`config.mk`:
```
export PLATFORM = sky130hd
export DESIGN_NAME = alu_op_controller_flat
export DESIGN_NICKNAME = d
export VERILOG_FILES = /design/src/rtl/alu_ctrl_pkg.sv /design/src/rtl/alu_op_controller_if.sv /design/src/rtl/op_timer.sv /design/src/rtl/alu_op_controller.sv /design/src/flat_wrapper.sv
export SDC_FILE = /design/constraint.sdc
export NUM_CORES = 1
export LEC_CHECK = 0
export ABC_CLOCK_PERIOD_IN_PS = 4800
export CAP_MARGIN = 20
export CORE_MARGIN = 2
export CORE_UTILIZATION = 43
export DETAILED_ROUTE_END_ITERATION = 8
export PLACE_DENSITY = 0.83
export SKIP_CTS_REPAIR_TIMING = 1
export SLEW_MARGIN = 20
export SYNTH_ARGS = -nofsm -noshare
export SYNTH_HDL_FRONTEND = slang
export SYNTH_HIERARCHICAL = 1
export SYNTH_SLANG_ARGS = --single-unit
```
`constraint.sdc`:
```
create_clock -name clock -period 4.8 [get_ports clock]
set_input_delay 0.72 -clock clock [delete_from_list [all_inputs] [get_ports clock]]
set_output_delay 0.72 -clock clock [all_outputs]
set_load 0.02 [all_outputs]
```
`src/rtl/alu_ctrl_pkg.sv`:
```
// Shared opcode constants, FSM state encoding and the legal-opcode check
// for the ALU operation controller.
package alu_ctrl_pkg;

  localparam logic [3:0] OP_A    = 4'b0000;
  localparam logic [3:0] OP_B    = 4'b0001;
  localparam logic [3:0] OP_SUM  = 4'b0010;
  localparam logic [3:0] OP_SUB  = 4'b0011;
  localparam logic [3:0] OP_CMUL = 4'b0100;
  localparam logic [3:0] OP_RMUL = 4'b0110;
  localparam logic [3:0] OP_EQ   = 4'b1000;
  localparam logic [3:0] OP_MODA = 4'b1001;
  localparam logic [3:0] OP_MODB = 4'b1010;

  typedef enum logic [1:0] {
    ST_IDLE  = 2'b00,
    ST_ISSUE = 2'b01,
    ST_WAIT  = 2'b10
  } state_t;

  function automatic logic is_legal_op(input logic [3:0] op);
    logic legal;
    case (op)
      OP_A, OP_B, OP_SUM, OP_SUB, OP_CMUL,
      OP_RMUL, OP_EQ, OP_MODA, OP_MODB: legal = 1'b1;
      default:                          legal = 1'b0;
    endcase
    return legal;
  endfunction

endpackage

```
`src/rtl/alu_op_controller_if.sv`:
```
// Request/ALU handshake bundle between a requester (master) and the
// operation controller (slave).
interface alu_op_controller_if #(
  parameter int DATA_W = 64,
  parameter int CNT_W  = 6
);
  logic              start;
  logic [3:0]        opr;
  logic [CNT_W-1:0]  maxclock;
  logic              done;
  logic [DATA_W-1:0] alu_result;
  logic              alu_go;
  logic [3:0]        alu_op;
  logic              busy;
  logic [DATA_W-1:0] out;
  logic              out_valid;
  logic              timeout;
  logic              illegal_op;

  modport master (
    output start, opr, maxclock, done, alu_result,
    input  alu_go, alu_op, busy, out, out_valid, timeout, illegal_op
  );

  modport slave (
    input  start, opr, maxclock, done, alu_result,
    output alu_go, alu_op, busy, out, out_valid, timeout, illegal_op
  );
endinterface

```
`src/rtl/op_timer.sv`:
```
// WAIT-phase cycle counter; expired flags that the count has reached the
// latched limit.
module op_timer #(
  parameter int CNT_W = 6
) (
  input  logic             clock,
  input  logic             reset,
  input  logic             clear,
  input  logic             enable,
  input  logic [CNT_W-1:0] limit,
  output logic             expired
);

  logic [CNT_W-1:0] cnt_r;

  // Wait counter: cleared outside WAIT, advanced while still waiting.
  always_ff @(posedge clock) begin
    if (reset) begin
      cnt_r <= '0;
    end else if (clear) begin
      cnt_r <= '0;
    end else if (enable) begin
      cnt_r <= cnt_r + CNT_W'(1);
    end else begin
      cnt_r <= cnt_r;
    end
  end

  assign expired = (cnt_r == limit);

endmodule

```
`src/rtl/alu_op_controller.sv`:
```
// Launches one ALU operation per accepted start, waits for done with a
// per-operation timeout and registers the result.
module alu_op_controller
  import alu_ctrl_pkg::*;
#(
  parameter int DATA_W = 64,
  parameter int CNT_W  = 6
) (
  input  logic                 clock,
  input  logic                 reset,
  alu_op_controller_if.slave   bus
);

  state_t            state_r;
  state_t            state_next_s;
  logic              op_legal_s;
  logic              accept_s;
  logic              expired_s;
  logic              timer_clear_s;
  logic              timer_enable_s;
  logic              alu_go_next_s;
  logic              busy_next_s;
  logic              out_valid_next_s;
  logic              timeout_next_s;
  logic              illegal_next_s;
  logic [3:0]        alu_op_r;
  logic [CNT_W-1:0]  limit_r;
  logic [DATA_W-1:0] out_r;
  logic              alu_go_r;
  logic              busy_r;
  logic              out_valid_r;
  logic              timeout_r;
  logic              illegal_op_r;

  assign op_legal_s     = is_legal_op(bus.opr);
  assign accept_s       = (state_r == ST_IDLE) && bus.start && op_legal_s;
  assign timer_clear_s  = (state_r != ST_WAIT);
  assign timer_enable_s = (state_r == ST_WAIT) && !bus.done && !expired_s;

  op_timer #(.CNT_W(CNT_W)) u_op_timer (
    .clock   (clock),
    .reset   (reset),
    .clear   (timer_clear_s),
    .enable  (timer_enable_s),
    .limit   (limit_r),
    .expired (expired_s)
  );

  // State register.
  always_ff @(posedge clock) begin
    if (reset) begin
      state_r <= ST_IDLE;
    end else begin
      state_r <= state_next_s;
    end
  end

  // Next-state logic; done wins over an expiring counter in WAIT.
  always_comb begin
    state_next_s = state_r;
    case (state_r)
      ST_IDLE: begin
        if (accept_s) state_next_s = ST_ISSUE;
        else          state_next_s = ST_IDLE;
      end
      ST_ISSUE: state_next_s = ST_WAIT;
      ST_WAIT: begin
        if (bus.done || expired_s) state_next_s = ST_IDLE;
        else                       state_next_s = ST_WAIT;
      end
      default: state_next_s = ST_IDLE;
    endcase
  end

  // Output decode: values the output registers take at the next edge.
  always_comb begin
    alu_go_next_s    = (state_next_s == ST_ISSUE);
    busy_next_s      = (state_next_s != ST_IDLE);
    out_valid_next_s = (state_r == ST_WAIT) && bus.done;
    timeout_next_s   = (state_r == ST_WAIT) && !bus.done && expired_s;
    illegal_next_s   = (state_r == ST_IDLE) && bus.start && !op_legal_s;
  end

  // Registered outputs and operation context (opcode, limit, result).
  always_ff @(posedge clock) begin
    if (reset) begin
      alu_go_r     <= 1'b0;
      busy_r       <= 1'b0;
      out_valid_r  <= 1'b0;
      timeout_r    <= 1'b0;
      illegal_op_r <= 1'b0;
      alu_op_r     <= 4'b0000;
      limit_r      <= '0;
      out_r        <= '0;
    end else begin
      alu_go_r     <= alu_go_next_s;
      busy_r       <= busy_next_s;
      out_valid_r  <= out_valid_next_s;
      timeout_r    <= timeout_next_s;
      illegal_op_r <= illegal_next_s;
      if (accept_s) begin
        alu_op_r <= bus.opr;
        limit_r  <= bus.maxclock;
      end else begin
        alu_op_r <= alu_op_r;
        limit_r  <= limit_r;
      end
      if (out_valid_next_s) out_r <= bus.alu_result;
      else                  out_r <= out_r;
    end
  end

  assign bus.alu_go     = alu_go_r;
  assign bus.alu_op     = alu_op_r;
  assign bus.busy       = busy_r;
  assign bus.out        = out_r;
  assign bus.out_valid  = out_valid_r;
  assign bus.timeout    = timeout_r;
  assign bus.illegal_op = illegal_op_r;

endmodule

```
`src/flat_wrapper.sv`:
```
// flat-port wrapper written by rule: the top's interface ports become plain ports
module alu_op_controller_flat import alu_ctrl_pkg::*;
#(
  parameter int DATA_W = 64,
  parameter int CNT_W  = 6
)
  (clock, reset, bus_start, bus_opr, bus_maxclock, bus_done, bus_alu_result, bus_alu_go, bus_alu_op, bus_busy, bus_out, bus_out_valid, bus_timeout, bus_illegal_op);
  alu_op_controller_if #(.DATA_W(DATA_W), .CNT_W(CNT_W)) bus_i ();
  input  logic clock;
  input  logic reset;
  input wire logic [$bits(bus_i.start)-1:0] bus_start;
  input wire logic [$bits(bus_i.opr)-1:0] bus_opr;
  input wire logic [$bits(bus_i.maxclock)-1:0] bus_maxclock;
  input wire logic [$bits(bus_i.done)-1:0] bus_done;
  input wire logic [$bits(bus_i.alu_result)-1:0] bus_alu_result;
  output wire logic [$bits(bus_i.alu_go)-1:0] bus_alu_go;
  output wire logic [$bits(bus_i.alu_op)-1:0] bus_alu_op;
  output wire logic [$bits(bus_i.busy)-1:0] bus_busy;
  output wire logic [$bits(bus_i.out)-1:0] bus_out;
  output wire logic [$bits(bus_i.out_valid)-1:0] bus_out_valid;
  output wire logic [$bits(bus_i.timeout)-1:0] bus_timeout;
  output wire logic [$bits(bus_i.illegal_op)-1:0] bus_illegal_op;
  assign bus_i.start = bus_start;
  assign bus_i.opr = bus_opr;
  assign bus_i.maxclock = bus_maxclock;
  assign bus_i.done = bus_done;
  assign bus_i.alu_result = bus_alu_result;
  assign bus_alu_go = bus_i.alu_go;
  assign bus_alu_op = bus_i.alu_op;
  assign bus_busy = bus_i.busy;
  assign bus_out = bus_i.out;
  assign bus_out_valid = bus_i.out_valid;
  assign bus_timeout = bus_i.timeout;
  assign bus_illegal_op = bus_i.illegal_op;
  alu_op_controller #(.DATA_W(DATA_W), .CNT_W(CNT_W)) u_core (.clock(clock), .reset(reset), .bus(bus_i));
endmodule
```
==> results_dict.tcl, run 1 <==
set metrics [dict create \
    grt_pass1_vias 2912 \
    portBuffers 150 \
    wl_met2_mm 4.23 \
    synthToLayoutAreaGrowth_pct 53.4 \
    p_leak_nw 1.69 \
    highest_layer "met4" \
    post_dp_cell_area_um2 4740 \
    multi_input_area_um2 1360 \
    synth_area_um2 3230 \
    io_pins 151 \
    clock_skew_ns 0.0104 \
    hpwlAfterDp_mm 6.04 \
    fillCellCount 613 \
    gp_congestion 0.775 \
    fin_cells 620 \
    fin_crit_sh_pct 50.0 \
    worst_pin_slew_ns 1.03 \
    seq_area_um2 1740 \
    drt_iter0_drc 100 \
    cp-end-kind "flip-flop" \
    slew_headroom_pct 31.2 \
    avgSynthCellArea_um2 8.49 \
    ir_worst_vdd_mv 0.179 \
    final_common_cell "clkdlybuf4s50_1" \
    start_util_pct 44.5 \
    final.setup.worst_slack_ns 2.40 \
    die_w_um 90.6 \
    path_class "in -> reg" \
    final_cell_mix "clkdlybuf4s50_1, nand2_1, dfxtp_1, a21oi_1, nand2b_1" \
    cts_buffers 9 \
    row_count 31 \
    wl_per_cell_um 13.5 \
    dr.pass1.iters 6 \
    ant_nets 0 \
    synth-seq-area-share_pct 54.0 \
    drv_slew 0 \
    layout-drive-gt1-share_pct 4.61 \
    cts_buffer_depth 2 \
    arrival_ns 2.66 \
    fin_tns_setup_ns 0 \
    rsz0062_at_grt "false" \
    final-setup-viol-count 0 \
    met1_length_mm 3.38 \
    drv_cap 0 \
    post-route-util_pct 68.3 \
    syn_inst 380 \
    die_h_um 90.6 \
    htree_levels 3 \
    grt_pass1_wl_mm 13.4 \
    cts-root-buf "clkbuf_8" \
    antenna_cells 0 \
    cp-start-kind "primary input" \
    vias 3027 \
    crit_fanout 10 \
    cts_tree "done" \
    antenna_found_initial 0 \
    routed_wirelength_mm 8.36 \
    drc 0 \
    final_area_um2 4950 \
    p_per_area_nw_per_um2 288 \
    worstPathRequired_ns 5.06 \
    ys_seq_elements 87 \
    post-place-ws_ns 1.76 \
    fin_nets 597 \
    yosys_warnings 6 \
    synth-main-ff-cell "dfxtp_1" \
    cts.sinks 87 \
    hold_viol_final 0 \
    placed_cells 606 \
    status "completed" \
    max_freq_ghz 0.417 \
    synth_edf_count 0 \
    async_flop_share_pct 0 \
    min_path_type "reg -> reg" \
    grt.total_usage_pct 19.8 \
    grt_max_degree 65 \
    synth.distinct_cells 30 \
    hold-worst-slack_ns 0.455 \
    cts.clk_slew.worst_paths_ns 0.08 \
    clk-insertion-delay-late_ns 0.34 \
    syn_nets 459 \
    finalPower_mw 1.43 \
    routed_via_density 4.88 \
    grt_overflow_total 0 \
    post-route-min-period_ns 2.40 \
    dieArea_um2 8210 \
    coreArea_um2 7250 \
    route.met3.wl_um 597 \
]
-- layout make-up --
class	instances	area share, %
clock buffers	10	2.58
clock inverters	4	1.47
inverters	1	0.0758
multi-input cells	266	27.5
flip-flops and latches	87	35.2
well taps	99	2.50
repair buffers	153	30.7
-- synthesized netlist by cell type (5+ instances only) --
library cell / count / share of area (%)
xor2_1: 5 / 1.4
a21oi_1: 66 / 10
xnor2_1: 5 / 1.4
clkbuf_1: 11 / 1.3
nand2_1: 130 / 15
mux2i_1: 11 / 3.4
dfxtp_1: 87 / 54
nand2b_1: 21 / 4.1
nor2_1: 7 / 0.81
buf_2: 13 / 2.0
-- metal layers --
metal  track usage (%)  vias up
li1                  -     1502
met5                 0        -
met2              34.7      116
met3              4.84       15
met1              23.0     1394
met4              8.08        0
-- where the power goes --
part	internal [mW]	switching, mW
sequential	0.737	0.00885
combinational	0.0951	0.0650
clock	0.287	0.233
total	1.12	0.307
-- worst max-delay path: stages --
cell,delay (ns)
clkdlybuf4s50_1,0.50
or3b_1,0.38
nor3_2,0.78
mux2i_1,0.28
-- flip-flops by register name, indices dropped and copies added (netlist names), 2 cells and up --
signal / count
u_core/bus.alu_op: 4
u_core/u_op_timer/cnt_r: 6
u_core/state_r: 2
u_core/limit_r: 6
u_core/bus.out: 64
-- path summary, 6_finish.rpt --
| kind | end | from | depth (start not counted) | slack, ns |
|---|---|---|---|---|
| max reg2reg | u_core/u_op_timer/cnt_r[5]$_SDFFE_PP0P_ | u_core/u_op_timer/cnt_r[0]$_SDFFE_PP0P_ | 7 | 2.57 |
| min | u_core/bus.out[51]$_SDFFE_PP0P_ | u_core/bus.out[51]$_SDFFE_PP0P_ | 2 | 0.46 |
| min reg2reg | u_core/bus.out[51]$_SDFFE_PP0P_ | u_core/bus.out[51]$_SDFFE_PP0P_ | 2 | 0.46 |
| max | u_core/limit_r[0]$_SDFFE_PP0P_ | bus_start | 4 | 2.40 |
-- cell families after synthesis --
kind of cell	after synthesis	synth area share, %
xor+xnor	10	2.71
simple gates	174	24.2
mux	11	3.41
buf+inv	27	4.11
compound gates	70	11.2
flops	87	54.0
fa+ha+maj	1	0.388
Power figures use the tool's default switching activity.
==> run 2, diff against run 1 <==
--- a/config.mk
+++ b/config.mk
@@ -5,12 +5,12 @@
 export SDC_FILE = /design/constraint.sdc
 export NUM_CORES = 1
 export LEC_CHECK = 0
-export ABC_CLOCK_PERIOD_IN_PS = 4800
+export ABC_CLOCK_PERIOD_IN_PS = 2200
 export CAP_MARGIN = 20
 export CORE_MARGIN = 2
-export CORE_UTILIZATION = 43
+export CORE_UTILIZATION = 37
 export DETAILED_ROUTE_END_ITERATION = 8
-export PLACE_DENSITY = 0.83
+export PLACE_DENSITY = 0.76
 export SKIP_CTS_REPAIR_TIMING = 1
 export SLEW_MARGIN = 20
 export SYNTH_ARGS = -nofsm -noshare
==> constraint.sdc (replaced) <==
create_clock -name clock -period 2.2 [get_ports clock]
set_input_delay 0.33 -clock clock [delete_from_list [all_inputs] [get_ports clock]]
set_output_delay 0.33 -clock clock [all_outputs]
set_load 0.02 [all_outputs]
==> run 2 against run 1 <==
Sequential share of layout area down 0.71 points. Total power grew 130%. Largest power group unchanged. Final area increased by 2.1%. Largest cell class unchanged. Clock skew shrank 0.0031 ns. Critical path type is now reg -> reg. Die area rose by 15%. Register-to-register slack lost 2.2 ns. Non-clock buffer count grew 4.
==> results_dict.tcl, run 2 (same netlist as run 1, synthesis figures left out) <==
set metrics [dict create \
    grtUsageMet1_pct 20.8 \
    cts_tree "done" \
    hold_viol_final 0 \
    dieArea_um2 9480 \
    worstPathRequired_ns 2.47 \
    dr.pass1.iters 4 \
    gp_congestion 0.855 \
    drv_slew 0 \
    cts_buffer_depth 2 \
    wl_per_cell_um 13.0 \
    antenna_found_initial 0 \
    routed_via_density 4.70 \
    clkPwrFrac_pct 39.2 \
    p_per_area_nw_per_um2 645 \
    clk-insertion-delay-late_ns 0.34 \
    multi_input_area_um2 1360 \
    cts.sinks 87 \
    post-route-min-period_ns 1.80 \
    worst_pin_slew_ns 0.345 \
    drt_iter0_drc 80 \
    cts-root-buf "clkbuf_8" \
    cp-end-kind "flip-flop" \
    grt.total_usage_pct 17.3 \
    status "completed" \
    io_pins 151 \
    grt_max_degree 90 \
    slew_headroom_pct 76.7 \
    final_area_um2 5050 \
    layout-drive-gt1-share_pct 5.32 \
    ir_worst_vdd_mv 0.401 \
    top_usage_layer "met2" \
    arrival_ns 2.07 \
    hold-worst-slack_ns 0.352 \
    use_met2_pct 29.3 \
    crit_fanout 4 \
    power_frac_comb_pct 10.9 \
    path_class "reg -> reg" \
    row_count 34 \
    final_cell_mix "clkdlybuf4s50_1, nand2_1, dfxtp_1, a21oi_1, nand2b_1" \
    vias 2980 \
    ant_nets 0 \
    cts.clk_slew.worst_paths_ns 0.08 \
    cts_buffers 9 \
    drv_cap 0 \
    post_dp_cell_area_um2 4830 \
    rsz0062_at_grt "false" \
    synthToLayoutAreaGrowth_pct 56.6 \
    intPower_mw 2.57 \
    p_sw_mw 0.692 \
    grt_overflow_total 0 \
    grt_pass1_wl_mm 13.6 \
    power_frac_seq_pct 49.9 \
    post-place-ws_ns 0.300 \
    largest_register_ff_count 64 \
    drc 0 \
    grt_pass1_vias 2860 \
    grtUsageMet3_pct 5.83 \
    fin_tns_setup_ns 0 \
    p_leak_nw 1.74 \
    htree_levels 3 \
    switching_share_pct 21.2 \
    antenna_cells 0 \
    die_w_um 97.4 \
    start_util_pct 37.6 \
    final-setup-viol-count 0 \
    final_common_cell "clkdlybuf4s50_1" \
    portBuffers 150 \
    seq_area_um2 1740 \
    fin_nets 601 \
    fillCellCount 751 \
    clock_skew_ns 0.00732 \
    max_freq_ghz 0.556 \
    coreArea_um2 8590 \
    hpwlAfterDp_mm 5.75 \
    cp-start-kind "flip-flop" \
    final.setup.worst_slack_ns 0.401 \
    die_h_um 97.4 \
    min_path_type "in -> reg" \
    fin_crit_sh_pct 81.8 \
    routed_wirelength_mm 8.26 \
]
-- run 2: final cells by class --
type,instances,share of cell area [%]
clock buffers,11,2.60
clock inverters,4,1.88
inverters,1,0.0743
multi-input cells,266,26.9
flip-flops and latches,87,34.5
well taps,108,2.67
repair buffers,157,31.4
-- run 2: metrics by stage --
stage	total power, mW	util (%)	std cells
after floorplan	1.81	-	380
after global placement	2.02	56.2	619
after detailed placement	2.02	56.2	619
after CTS	3.30	58.8	634
after global routing	3.40	58.8	634
final	3.26	58.8	634
-- run 2: final timing paths --
check,start,end,slack [ns],cells after the start
worst max-delay path,u_core/u_op_timer/cnt_r[0]$_SDFFE_PP0P_,u_core/u_op_timer/cnt_r[5]$_SDFFE_PP0P_,0.40,7
worst min-delay path,reset,u_core/state_r[0]$_SDFF_PP0_,0.35,3
worst max register to register,u_core/u_op_timer/cnt_r[0]$_SDFFE_PP0P_,u_core/u_op_timer/cnt_r[5]$_SDFFE_PP0P_,0.40,7
worst min register to register,u_core/bus.out[29]$_SDFFE_PP0P_,u_core/bus.out[29]$_SDFFE_PP0P_,0.46,2
-- run 2: worst max-delay path, stage by stage, from the launching register on --
cell     delay (ns)
dfxtp_1        0.43
xnor2_1        0.10
nand4_1        0.10
nor3_1         0.07
nor4b_2        0.34
nand4_2        0.18
or3_1          0.37
a21oi_1        0.14
-- run 2: power by group through the flow --
stage	Sequential [mW]	Combinational, mW	Clock, mW
6_report	1.63	0.356	1.28
3_5_place_dp	1.66	0.357	0
4_1_cts	1.63	0.360	1.31
5_1_grt	1.63	0.381	1.39
3_3_place_gp	1.66	0.353	0
2_1_floorplan	1.69	0.114	0
-- run 2: metal layers --
layer / wire (um) / up-vias
met3: 567 / 11
met1: 3590 / 1357
li1: - / 1506
met4: 121 / 0
met2: 3980 / 106
met5: 0 / -
